[config.mk]
export PLATFORM = sky130hd
export DESIGN_NAME = grid_arbiter_flat
export DESIGN_NICKNAME = d
export VERILOG_FILES = /design/src/rtl/grid_arbiter_if.sv /design/src/rtl/grid_arbiter.sv /design/src/flat_wrapper.sv
export SDC_FILE = /design/constraint.sdc
export NUM_CORES = 1
export LEC_CHECK = 0
export BUFFER_PORTS_ARGS = -buffer_cell sky130_fd_sc_hd__buf_2
export CAP_MARGIN = 20
export CORE_MARGIN = 3
export CORE_UTILIZATION = 48
export CTS_CLUSTER_SIZE = 16
export DETAILED_ROUTE_END_ITERATION = 10
export PLACE_DENSITY = 0.78
export SKIP_CTS_REPAIR_TIMING = 1
export SLEW_MARGIN = 20
export SYNTH_ARGS = -nofsm -noshare
export SYNTH_HDL_FRONTEND = slang
export SYNTH_SLANG_ARGS = --single-unit
[constraint.sdc]
create_clock -name clk -period 1.6 [get_ports clk]
set_clock_uncertainty 0.1 [all_clocks]
set_input_delay 0.08 -clock clk [delete_from_list [all_inputs] [get_ports clk]]
set_output_delay 0.08 -clock clk [all_outputs]
set_load 0.05 [all_outputs]
[src/rtl/grid_arbiter_if.sv]
// Bundle of the two requester ports, the grid memory port and busy for grid_arbiter.
// The arbiter takes the slave view; requesters plus the grid memory take the master view.
interface grid_arbiter_if;
  logic       a_req;
  logic [5:0] a_x;
  logic [4:0] a_y;
  logic       a_valid;
  logic [2:0] a_data;

  logic       b_req;
  logic [5:0] b_x;
  logic [4:0] b_y;
  logic       b_valid;
  logic [2:0] b_data;

  logic [5:0] mem_x;
  logic [4:0] mem_y;
  logic [2:0] mem_out;
  logic       busy;

  modport slave (
    input  a_req, a_x, a_y, b_req, b_x, b_y, mem_out,
    output a_valid, a_data, b_valid, b_data, mem_x, mem_y, busy
  );

  modport master (
    output a_req, a_x, a_y, b_req, b_x, b_y, mem_out,
    input  a_valid, a_data, b_valid, b_data, mem_x, mem_y, busy
  );
endinterface

[src/rtl/grid_arbiter.sv]
// Two-port arbiter for the map-grid lookup port; out-of-map cells read as solid wall (3'b111).
// Define GRID_ARB_FIXED_PRI_EN for fixed A-over-B priority; default is round-robin.
module grid_arbiter #(
  parameter int GRID_W = 40,
  parameter int GRID_H = 30,
  parameter int RD_LAT = 1
) (
  input  logic           clk,
  input  logic           rst_n,
  grid_arbiter_if.slave  bus
);

  localparam logic [1:0] ST_IDLE = 2'd0;
  localparam logic [1:0] ST_WAIT = 2'd1;
  localparam logic [1:0] ST_RESP = 2'd2;

  localparam logic OWN_A = 1'b0;
  localparam logic OWN_B = 1'b1;

  localparam logic [2:0] LAT_C    = 3'(RD_LAT);
  localparam logic [6:0] GRID_W_C = 7'(GRID_W);
  localparam logic [5:0] GRID_H_C = 6'(GRID_H);
  localparam logic [2:0] WALL     = 3'b111;

  logic [1:0] state_q, state_d;
  logic       owner_q, owner_d;
  logic [5:0] mem_x_q, mem_x_d;
  logic [4:0] mem_y_q, mem_y_d;
  logic       oob_q, oob_d;
  logic [2:0] cnt_q, cnt_d;
  logic [2:0] data_q, data_d;
  logic       a_valid_q, a_valid_d;
  logic       b_valid_q, b_valid_d;
  logic       busy_q, busy_d;

  logic       grant_a, grant_b;
  logic [5:0] sel_x;
  logic [4:0] sel_y;

`ifdef GRID_ARB_FIXED_PRI_EN
  assign grant_a = bus.a_req;
`else
  logic       last_q, last_d;

  // On a tie, the port that was not granted last time wins.
  assign grant_a = bus.a_req && (!bus.b_req || (last_q == OWN_B));
`endif
  assign grant_b = bus.b_req && !grant_a;

  assign sel_x = grant_a ? bus.a_x : bus.b_x;
  assign sel_y = grant_a ? bus.a_y : bus.b_y;

  always_comb begin
    // NOTE: every _d starts from its _q (valids from 0), so no path leaves a signal unassigned and no latch is inferred.
    state_d   = state_q;
    owner_d   = owner_q;
    mem_x_d   = mem_x_q;
    mem_y_d   = mem_y_q;
    oob_d     = oob_q;
    cnt_d     = cnt_q;
    data_d    = data_q;
    a_valid_d = 1'b0;
    b_valid_d = 1'b0;
`ifndef GRID_ARB_FIXED_PRI_EN
    last_d    = last_q;
`endif

    case (state_q)
      ST_IDLE: begin
        if (grant_a || grant_b) begin
          owner_d = grant_a ? OWN_A : OWN_B;
          mem_x_d = sel_x;
          mem_y_d = sel_y;
          oob_d   = ({1'b0, sel_x} >= GRID_W_C) || ({1'b0, sel_y} >= GRID_H_C);
          cnt_d   = LAT_C;
          state_d = ST_WAIT;
`ifndef GRID_ARB_FIXED_PRI_EN
          last_d  = grant_a ? OWN_A : OWN_B;
`endif
        end
      end

      ST_WAIT: begin
        if (cnt_q == 3'd1) begin
          // Out-of-map lookups ignore the memory and report a wall.
          data_d    = oob_q ? WALL : bus.mem_out;
          a_valid_d = (owner_q == OWN_A);
          b_valid_d = (owner_q == OWN_B);
          cnt_d     = 3'd0;
          state_d   = ST_RESP;
        end else begin
          cnt_d = cnt_q - 3'd1;
        end
      end

      ST_RESP: state_d = ST_IDLE;

      default: state_d = ST_IDLE;
    endcase

    busy_d = (state_d != ST_IDLE);
  end

  // NOTE: state updates use non-blocking assignments so every flop samples pre-edge values.
  always_ff @(posedge clk or negedge rst_n) begin
    if (!rst_n) begin
      state_q   <= ST_IDLE;
      owner_q   <= OWN_A;
      mem_x_q   <= '0;
      mem_y_q   <= '0;
      oob_q     <= 1'b0;
      cnt_q     <= '0;
      data_q    <= '0;
      a_valid_q <= 1'b0;
      b_valid_q <= 1'b0;
      busy_q    <= 1'b0;
`ifndef GRID_ARB_FIXED_PRI_EN
      last_q    <= OWN_B;
`endif
    end else begin
      state_q   <= state_d;
      owner_q   <= owner_d;
      mem_x_q   <= mem_x_d;
      mem_y_q   <= mem_y_d;
      oob_q     <= oob_d;
      cnt_q     <= cnt_d;
      data_q    <= data_d;
      a_valid_q <= a_valid_d;
      b_valid_q <= b_valid_d;
      busy_q    <= busy_d;
`ifndef GRID_ARB_FIXED_PRI_EN
      last_q    <= last_d;
`endif
    end
  end

  assign bus.mem_x   = mem_x_q;
  assign bus.mem_y   = mem_y_q;
  assign bus.a_valid = a_valid_q;
  assign bus.b_valid = b_valid_q;
  assign bus.a_data  = data_q;
  assign bus.b_data  = data_q;
  assign bus.busy    = busy_q;

endmodule

[src/flat_wrapper.sv]
// flat-port wrapper written by rule: the top's interface ports become plain ports
module grid_arbiter_flat 
#(
  parameter int GRID_W = 40,
  parameter int GRID_H = 30,
  parameter int RD_LAT = 1
)
  (clk, rst_n, bus_a_req, bus_a_x, bus_a_y, bus_b_req, bus_b_x, bus_b_y, bus_mem_out, bus_a_valid, bus_a_data, bus_b_valid, bus_b_data, bus_mem_x, bus_mem_y, bus_busy);
  grid_arbiter_if bus_i ();
  input  logic clk;
  input  logic rst_n;
  input wire logic [$bits(bus_i.a_req)-1:0] bus_a_req;
  input wire logic [$bits(bus_i.a_x)-1:0] bus_a_x;
  input wire logic [$bits(bus_i.a_y)-1:0] bus_a_y;
  input wire logic [$bits(bus_i.b_req)-1:0] bus_b_req;
  input wire logic [$bits(bus_i.b_x)-1:0] bus_b_x;
  input wire logic [$bits(bus_i.b_y)-1:0] bus_b_y;
  input wire logic [$bits(bus_i.mem_out)-1:0] bus_mem_out;
  output wire logic [$bits(bus_i.a_valid)-1:0] bus_a_valid;
  output wire logic [$bits(bus_i.a_data)-1:0] bus_a_data;
  output wire logic [$bits(bus_i.b_valid)-1:0] bus_b_valid;
  output wire logic [$bits(bus_i.b_data)-1:0] bus_b_data;
  output wire logic [$bits(bus_i.mem_x)-1:0] bus_mem_x;
  output wire logic [$bits(bus_i.mem_y)-1:0] bus_mem_y;
  output wire logic [$bits(bus_i.busy)-1:0] bus_busy;
  assign bus_i.a_req = bus_a_req;
  assign bus_i.a_x = bus_a_x;
  assign bus_i.a_y = bus_a_y;
  assign bus_i.b_req = bus_b_req;
  assign bus_i.b_x = bus_b_x;
  assign bus_i.b_y = bus_b_y;
  assign bus_i.mem_out = bus_mem_out;
  assign bus_a_valid = bus_i.a_valid;
  assign bus_a_data = bus_i.a_data;
  assign bus_b_valid = bus_i.b_valid;
  assign bus_b_data = bus_i.b_data;
  assign bus_mem_x = bus_i.mem_x;
  assign bus_mem_y = bus_i.mem_y;
  assign bus_busy = bus_i.busy;
  grid_arbiter #(.GRID_W(GRID_W), .GRID_H(GRID_H), .RD_LAT(RD_LAT)) u_core (.clk(clk), .rst_n(rst_n), .bus(bus_i));
endmodule
==> flow_summary.toml, run 1 <==
[power]
ir_worst_vdd_mv = 1.36
comb_power_share_pct = 62.1
p_switching_mw = 1.88
power_density_nw_per_um2 = 1990
cellLeakagePower_nw = 0.825
p_int_mw = 1.80
finalPower_mw = 3.68
pwr-share-clk_pct = 7.7
p_seq_share_pct = 30.2
power_switching_share_pct = 51.1

[logic_synthesis]
yosysTopAreaCellShare_pct = 45.4
ys_seq_elements = 25
synth_seq_area_share_pct = 47.4
synthCells = 127
synth.area.top_cells = "dfrtp_1 (45%), a31oi_2 (8.5%), nand3b_1 (6.2%)"
synth.distinct_cells = 32
ys_warn_count = 0
synth_top_area_cell = "dfrtp_1"
synth_nets = 158
synth_area_um2 = 1320
syn_area_per_cell_um2 = 10.4

[die]
die-area_um2 = 3420
io_pins = 49
initial_utilization_pct = 52.0
coreArea_um2 = 2540
num_rows = 18
die_h_um = 58.5
die_w_um = 58.5

[sta]
worst_slack_ns = 0.0651
hold_viol_final = 0
drv_slew = 0
slew-limit-headroom_pct = 63.9
tightest_slew_ns = 0.541
finalCriticalPeriod_ns = 1.53
finalSetupViolations = 0
max_freq_mhz = 651
finalCritPeriodShare_pct = 95.9
fin_tns_setup_ns = 0

[cts]
htreeDepth = 1
numCtsBuffers = 3
clk_latency_ns = 0.31
cts_max_path_buffers = 2
cts_sinks = 25
cts_root_buf = "clkbuf_4"
path_clk_slew_ns = 0.14
cts_tree = "yes"

[global_routing]
track_usage_pct = 17.1
antenna_found_initial = 0
grt_first_pass_wirelength_mm = 4.60
grt_overflow = 0
first_global_vias = 1093
grt_max_degree = 26

[setup_path]
critical_path_arrival_ns = 1.65
crit_chain = "and2b_2 -> buf_4 -> o21ai_0 -> a31oi_2"
crit_path_max_incr_delay_ns = 0.55
path_max_fanout = 15
crit_type = "reg -> reg"
critPathSlowestCell = "dfstp_2"
worstPathRequired_ns = 1.71
startpoint_type = "register"
worstSetupEndpointType = "register"

[min_path]
hold_path_class = "in -> reg"

[detailed_routing]
via_per_inst = 5.34
wl_per_cell_um = 14.0
drc = 0
dr.pass1.iters = 6
drt_iter0_drc = 41
ant_nets = 0
routed_wl_mm = 3.19
vias = 1212

[finish]
area_growth_pct = 39.9
regArea_um2 = 627
mostFrequentLayoutCell = "buf_2"
drive_above_1_share_pct = 37.1
multiInputGateArea_um2 = 611
fill_cells = 180
fin_nets = 229
final_cell_mix = "buf_2 (48), dlygate4sd3_1 (26), dfrtp_1 (24)"
num_antenna_cells = 0

[placement]
post-place-ws_ns = 0.0614
hpwl_mm = 2.20
place_congestion = 0.750
port_buffers = 48

[run]
cap_violations = 0

[status]
status = "finished clean"
## critical path, delay by kind of cell, from the launching register on
kind,cells,cell delay (ns)
DFF,1,0.55
AOI/OAI and AO/OA,2,0.33
and+or+nand+nor,1,0.26
buffers and inverters,1,0.19
## registers in the layout, summed over array words and instances (netlist names), 2 cells and up
name               cells
u_core.cnt_q           3
u_core.state_q         2
u_core.bus.mem_y       5
u_core.bus.a_data      3
u_core.bus.mem_x       6
## cell families (layout without fill, tap and decap cells)
| kind of cell | after synthesis | in the layout | synth area share, % |
|---|---|---|---|
| AND/OR/NAND/NOR | 35 | 35 | 16.8 |
| multiplexers | 2 | 2 | 2.27 |
| buffers and inverters | 16 | 86 | 6.62 |
| flip-flops | 25 | 25 | 47.4 |
| adder cells (fa/ha/maj) | 2 | 2 | 1.89 |
| AO/OA/AOI/OAI | 47 | 47 | 25.0 |
## worst paths after layout
kind	startpoint	endpoint	slack, ns	depth (start not counted)
max	u_core.last_q	u_core.bus.mem_x[2]	0.07	4
min	bus_a_req	u_core.bus.mem_x[4]	0.13	4
max reg2reg	u_core.last_q	u_core.bus.mem_x[2]	0.07	4
min reg2reg	u_core.owner_q	u_core.bus.a_valid	0.37	1
max in group asynchronous	rst_n	u_core.last_q	0.86	2
min in group asynchronous	rst_n	u_core.bus.busy	0.16	2
## power groups by stage
stage | Sequential [mW] | Clock (mW) | Combinational, mW
2_1_floorplan | 1.81 | 0 | 1.13
3_3_place_gp | 1.11 | 0 | 2.19
3_5_place_dp | 1.13 | 0 | 2.24
4_1_cts | 1.11 | 0.286 | 2.24
5_1_grt | 1.15 | 0.319 | 2.44
6_report | 1.11 | 0.283 | 2.29
## metrics by stage
stage               instances  util, %  hold slack (ns)  area (µm²)
finish                    227     72.8            0.130        1850
detailed placement        197     61.4         -0.00218        1560
global placement          197     61.4         -0.00475        1560
CTS                       201     62.5           -0.353        1590
floorplan                 127        -           -0.316        1320
global route              227     72.8            0.134        1850
## area by class of cell
cell class	instances	share of cell area (%)
clock buffer	3	1.22
clock inverter	1	0.270
inverter	3	0.608
multi-input combinational	86	33.0
sequential	25	33.9
tap	30	2.03
timing repair buffer	79	29.1
## synth_stat cells
library cell	instances
clkbuf_1	7
ha_1	2
inv_1	3
dfstp_2	1
a21boi_0	1
a31o_1	2
a31oi_1	3
or2_4	1
o21ai_1	1
nand4_1	2
buf_4	3
nand3b_1	11
a21oi_1	15
buf_2	1
or3b_1	1
o21ai_0	13
nand2b_1	3
and2_4	1
o211ai_1	1
and2_1	1
a31oi_2	9
nand2_1	3
o22ai_2	1
mux2_4	2
dfrtp_1	24
buf_6	2
nor2_1	7
and2b_1	1
o21ba_1	1
nor2b_1	2
nand4b_1	1
nor4bb_1	1
## per-layer routing
layer,global-route usage [%],wire length (µm)
met2,30.6,1740
met4,5.63,23
met3,3.29,109
met5,0,0
met1,20.5,1310
Power figures use the tool's default switching activity.
==> run 2: changes to the inputs <==
==> constraint.sdc (replaced) <==
create_clock -name clk -period 1.55 [get_ports clk]
set_clock_uncertainty 0.1 [all_clocks]
set_input_delay 0.0775 -clock clk [delete_from_list [all_inputs] [get_ports clk]]
set_output_delay 0.0775 -clock clk [all_outputs]
set_load 0.05 [all_outputs]
==> run 2 against run 1 <==
Effect of this change: worst hold slack worse by 0.00063 ns; die area stayed put; register-to-register slack hardly changed; wire length is 7.1% higher; critical path type unchanged.
==> flow_summary.toml, run 2 (synthesis gave the netlist of run 1 again) <==
[status]
status = "finished clean"

[finish]
fin_nets = 230
finalInstanceArea_um2 = 1870
drive_above_1_share_pct = 36.9
num_antenna_cells = 0
regArea_um2 = 627
largest_reg_flops = 6
final_cell_mix = "buf_2 (49), dlygate4sd3_1 (26), dfrtp_1 (24)"
mostFrequentLayoutCell = "buf_2"
area_growth_pct = 41.5
fill_cells = 184
multiInputGateArea_um2 = 624

[cts]
clk_latency_ns = 0.32
cts_sinks = 25
cts_max_path_buffers = 2
cts_root_buf = "clkbuf_4"
htreeDepth = 1
numCtsBuffers = 3
path_clk_slew_ns = 0.13
cts_tree = "yes"

[setup_path]
crit_cells = 4
r2r_slack_ns = 0.07
crit_chain = "and2b_1 -> buf_6 -> o211ai_1 -> a31o_1"
path_max_fanout = 23
worstPathRequired_ns = 1.72
r2r-start = "u_core.last_q"
critPathSlowestCell = "dfstp_2"
path_delay_family = "flip-flops"
critical_path_arrival_ns = 1.66
startpoint_type = "register"
r2r_cells = 4
crit_buf_inv = 1
worstSetupEndpointType = "register"
crit_path_max_incr_delay_ns = 0.55
rr_endpoint = "u_core.oob_q"
crit_type = "reg -> reg"

[sta]
finalCriticalPeriod_ns = 1.48
worst_slack_ns = 0.0650
rsz0062_at_grt = "no"
fin_worst_hold_slack_ns = 0.130
hold_viol_final = 0
finalCritPeriodShare_pct = 95.8
max_freq_mhz = 673
finalSetupViolations = 0
drv_slew = 0
tightest_slew_ns = 0.527
fin_tns_setup_ns = 0
slew-limit-headroom_pct = 64.9

[detailed_routing]
ant_nets = 0
wl_per_cell_um = 15.0
drt_iter0_drc = 49
via_per_inst = 5.47
dr.pass1.iters = 4
routed_wl_mm = 3.41
drc = 0
vias = 1248

[die]
io_pins = 49
die-area_um2 = 3420
coreArea_um2 = 2540
die_w_um = 58.5
initial_utilization_pct = 52.0
die_h_um = 58.5
num_rows = 18

[global_routing]
antenna_found_initial = 0
grt_max_degree = 26
grt_overflow = 0
first_global_vias = 1105
grt_first_pass_wirelength_mm = 4.72
track_usage_pct = 18.0

[min_path]
hold_path_class = "in -> reg"
hold_end = "u_core.bus.mem_y[0]"
hold_depth = 4
worstHoldStart = "bus_a_req"

[placement]
placed_area_um2 = 1560
hpwl_mm = 2.32
place_congestion = 0.701
port_buffers = 48
post-place-ws_ns = 0.0814

[power]
power_density_nw_per_um2 = 2080
cellLeakagePower_nw = 0.832
finalPower_mw = 3.89
ir_worst_vdd_mv = 1.45

[run]
cap_violations = 0
==> run 2: through the flow <==
| step | utilization (%) | std cells |
|---|---|---|
| final | 73.6 | 228 |
| after CTS | 62.4 | 201 |
| after global routing | 73.6 | 228 |
| after detailed placement | 61.4 | 197 |
| after global placement | 61.4 | 197 |
| after floorplan | - | 127 |
==> run 2: worst register-to-register path: stages, from the launching register on <==
cell and delay, ns:
dfstp_2 0.55, and2b_1 0.21, buf_6 0.16, o211ai_1 0.23
a31o_1 0.18
==> run 2: final cells by class <==
class                           count  area share, %
Clock buffer                        4           1.40
Timing Repair Buffer               80           29.2
Sequential cell                    25           33.5
Inverter                            3          0.601
Multi-Input combinational cell     86           33.3
Tap cell                           30           2.00
==> run 2: routing by layer <==
| metal | part of all wire [%] | up-vias | track usage [%] |
|---|---|---|---|
| met4 | 2.1 | 0 | 7.95 |
| met3 | 4.1 | 7 | 3.07 |
| met5 | 0 | - | 0 |
| met2 | 52 | 43 | 33.2 |
| li1 | - | 599 | - |
| met1 | 41 | 599 | 20.1 |
==> run 2: worst max path at each step <==
stage	start	endpoint
CTS	u_core.last_q	u_core.oob_q
detailed placement	u_core.last_q	u_core.oob_q
finish	u_core.last_q	u_core.oob_q
floorplan	u_core.last_q	u_core.bus.mem_x[0]
global route	u_core.last_q	u_core.oob_q
global placement	u_core.last_q	u_core.bus.mem_x[1]
==> run 2: report_power, final <==
group / switching [mW] / internal (mW) / leakage (nW)
Sequential: 0.194 / 0.974 / 0.289
Combinational: 1.60 / 0.828 / 0.528
Clock: 0.194 / 0.101 / 0.0150
Total: 1.99 / 1.90 / 0.832
==> run 3: changes to the inputs <==
==> constraint.sdc (replaced) <==
create_clock -name clk -period 1.55 [get_ports clk]
set_clock_uncertainty 0.1 [all_clocks]
set_input_delay 0.155 -clock clk [delete_from_list [all_inputs] [get_ports clk]]
set_output_delay 0.155 -clock clk [all_outputs]
set_load 0.05 [all_outputs]
==> run 3 against run 2 <==
Effect of this change: the run now ends with negative hold slack left; clock-buffer cell count down 1; final area fell by 11%; sequential share of layout area rose by 4.0 points; via count decreased by 9.3%.
==> flow_summary.toml, run 3 (synthesis gave the netlist of run 1 again) <==
[die]
num_rows = 18
die_w_um = 58.5
die_h_um = 58.5
initial_utilization_pct = 52.0
die-area_um2 = 3420
io_pins = 49
coreArea_um2 = 2540

[power]
power_density_nw_per_um2 = 2310
ir_worst_vdd_mv = 1.39
cellLeakagePower_nw = 0.741

[cts]
cts_root_buf = "clkbuf_4"
numCtsBuffers = 3
cts_tree = "yes"
htreeDepth = 1
path_clk_slew_ns = 0.14
cts_sinks = 25
clk_latency_ns = 0.33
cts_max_path_buffers = 2

[setup_path]
crit_type = "reg -> reg"
critical_path_arrival_ns = 1.60
path_max_fanout = 23
startpoint_type = "register"
worstSetupEndpointType = "register"
worstPathRequired_ns = 1.70

[finish]
fin_nets = 209
finalInstanceArea_um2 = 1670
area_growth_pct = 26.4
largest_reg_flops = 6
final_cell_mix = "buf_2 (48), dfrtp_1 (24), a21oi_1 (15)"
finish.utilization_pct = 65.7
num_antenna_cells = 0
drive_above_1_share_pct = 43.5
mostFrequentLayoutCell = "buf_2"
fill_cells = 215

[global_routing]
grt_overflow = 0
grt_max_degree = 26
antenna_found_initial = 0
grt_first_pass_wirelength_mm = 4.66
track_usage_pct = 17.4
first_global_vias = 1111

[detailed_routing]
wl_per_cell_um = 13.6
via_per_inst = 5.47
ant_nets = 0
drc = 0
drt_iter0_drc = 32
routed_wl_mm = 2.82
vias = 1132
dr.pass1.iters = 4

[placement]
placed_area_um2 = 1560
place_congestion = 0.704
hpwl_mm = 2.19
port_buffers = 48
post-place-ws_ns = 0.0862

[sta]
tightest_slew_ns = 0.525
max_freq_mhz = 689
fin_tns_setup_ns = 0
finalCritPeriodShare_pct = 93.6
hold_viol_final = 2
finalSetupViolations = 0
finalCriticalPeriod_ns = 1.45
worst_slack_ns = 0.0990
fin_worst_hold_slack_ns = -0.0184
slew-limit-headroom_pct = 65.0
drv_slew = 0

[min_path]
hold_path_class = "in -> reg"

[run]
cap_violations = 0

[status]
violations = "negative hold slack"
status = "finished with violations"
## run 3: path summary, 6_finish.rpt
path / from / slack, ns / depth (start not counted) / to
max in group asynchronous: rst_n / 0.77 / 2 / u_core.bus.mem_x[0]
hold reg to reg: u_core.owner_q / 0.37 / 1 / u_core.bus.a_valid
setup / recovery: u_core.last_q / 0.1 / 4 / u_core.bus.mem_y[3]
min in group asynchronous: rst_n / 0.22 / 2 / u_core.state_q[0]
hold / removal: bus_mem_out[1] / -0.02 / 3 / u_core.bus.a_data[1]
setup reg to reg: u_core.last_q / 0.1 / 4 / u_core.bus.mem_y[3]
## run 3: final cells by class
type	count	area [µm²]	area share [%]
clock buffers	3	22.5	1.35
clock inverters	1	7.51	0.449
inverters	3	11.3	0.673
multi-input cells	86	627	37.5
flip-flops and latches	25	627	37.5
well taps	30	37.5	2.24
repair buffers	59	340	20.3
## run 3: metrics by stage
stage / cells / power, mW
after detailed placement: 197 / 3.48
after global placement: 197 / 3.41
after CTS: 201 / 3.77
after floorplan: 127 / 3.03
after global routing: 207 / 4.09
final: 207 / 3.86
## run 3: report_power, final
part	internal (mW)	switching [mW]	total (mW)	leakage [nW]
clock	0.0987	0.198	0.296	0.0139
combinational	0.817	1.58	2.39	0.439
sequential	0.974	0.191	1.16	0.289
total	1.89	1.97	3.86	0.741
## run 3: layer usage
| layer | wire, µm | GRT usage (%) | up-vias | share of wire (%) |
|---|---|---|---|---|
| met1 | 1160 | 20.1 | 532 | 41 |
| li1 | - | - | 559 | - |
| met4 | 28 | 7.28 | 0 | 0.99 |
| met5 | 0 | 0 | - | 0 |
| met3 | 136 | 1.97 | 3 | 4.8 |
| met2 | 1500 | 32.2 | 38 | 53 |
## run 3: worst max-delay path, stage by stage, from the launching register on
cell	delay (ns)
dfstp_2	0.56
and2b_1	0.20
buf_6	0.16
nand3b_1	0.18
a31oi_2	0.17
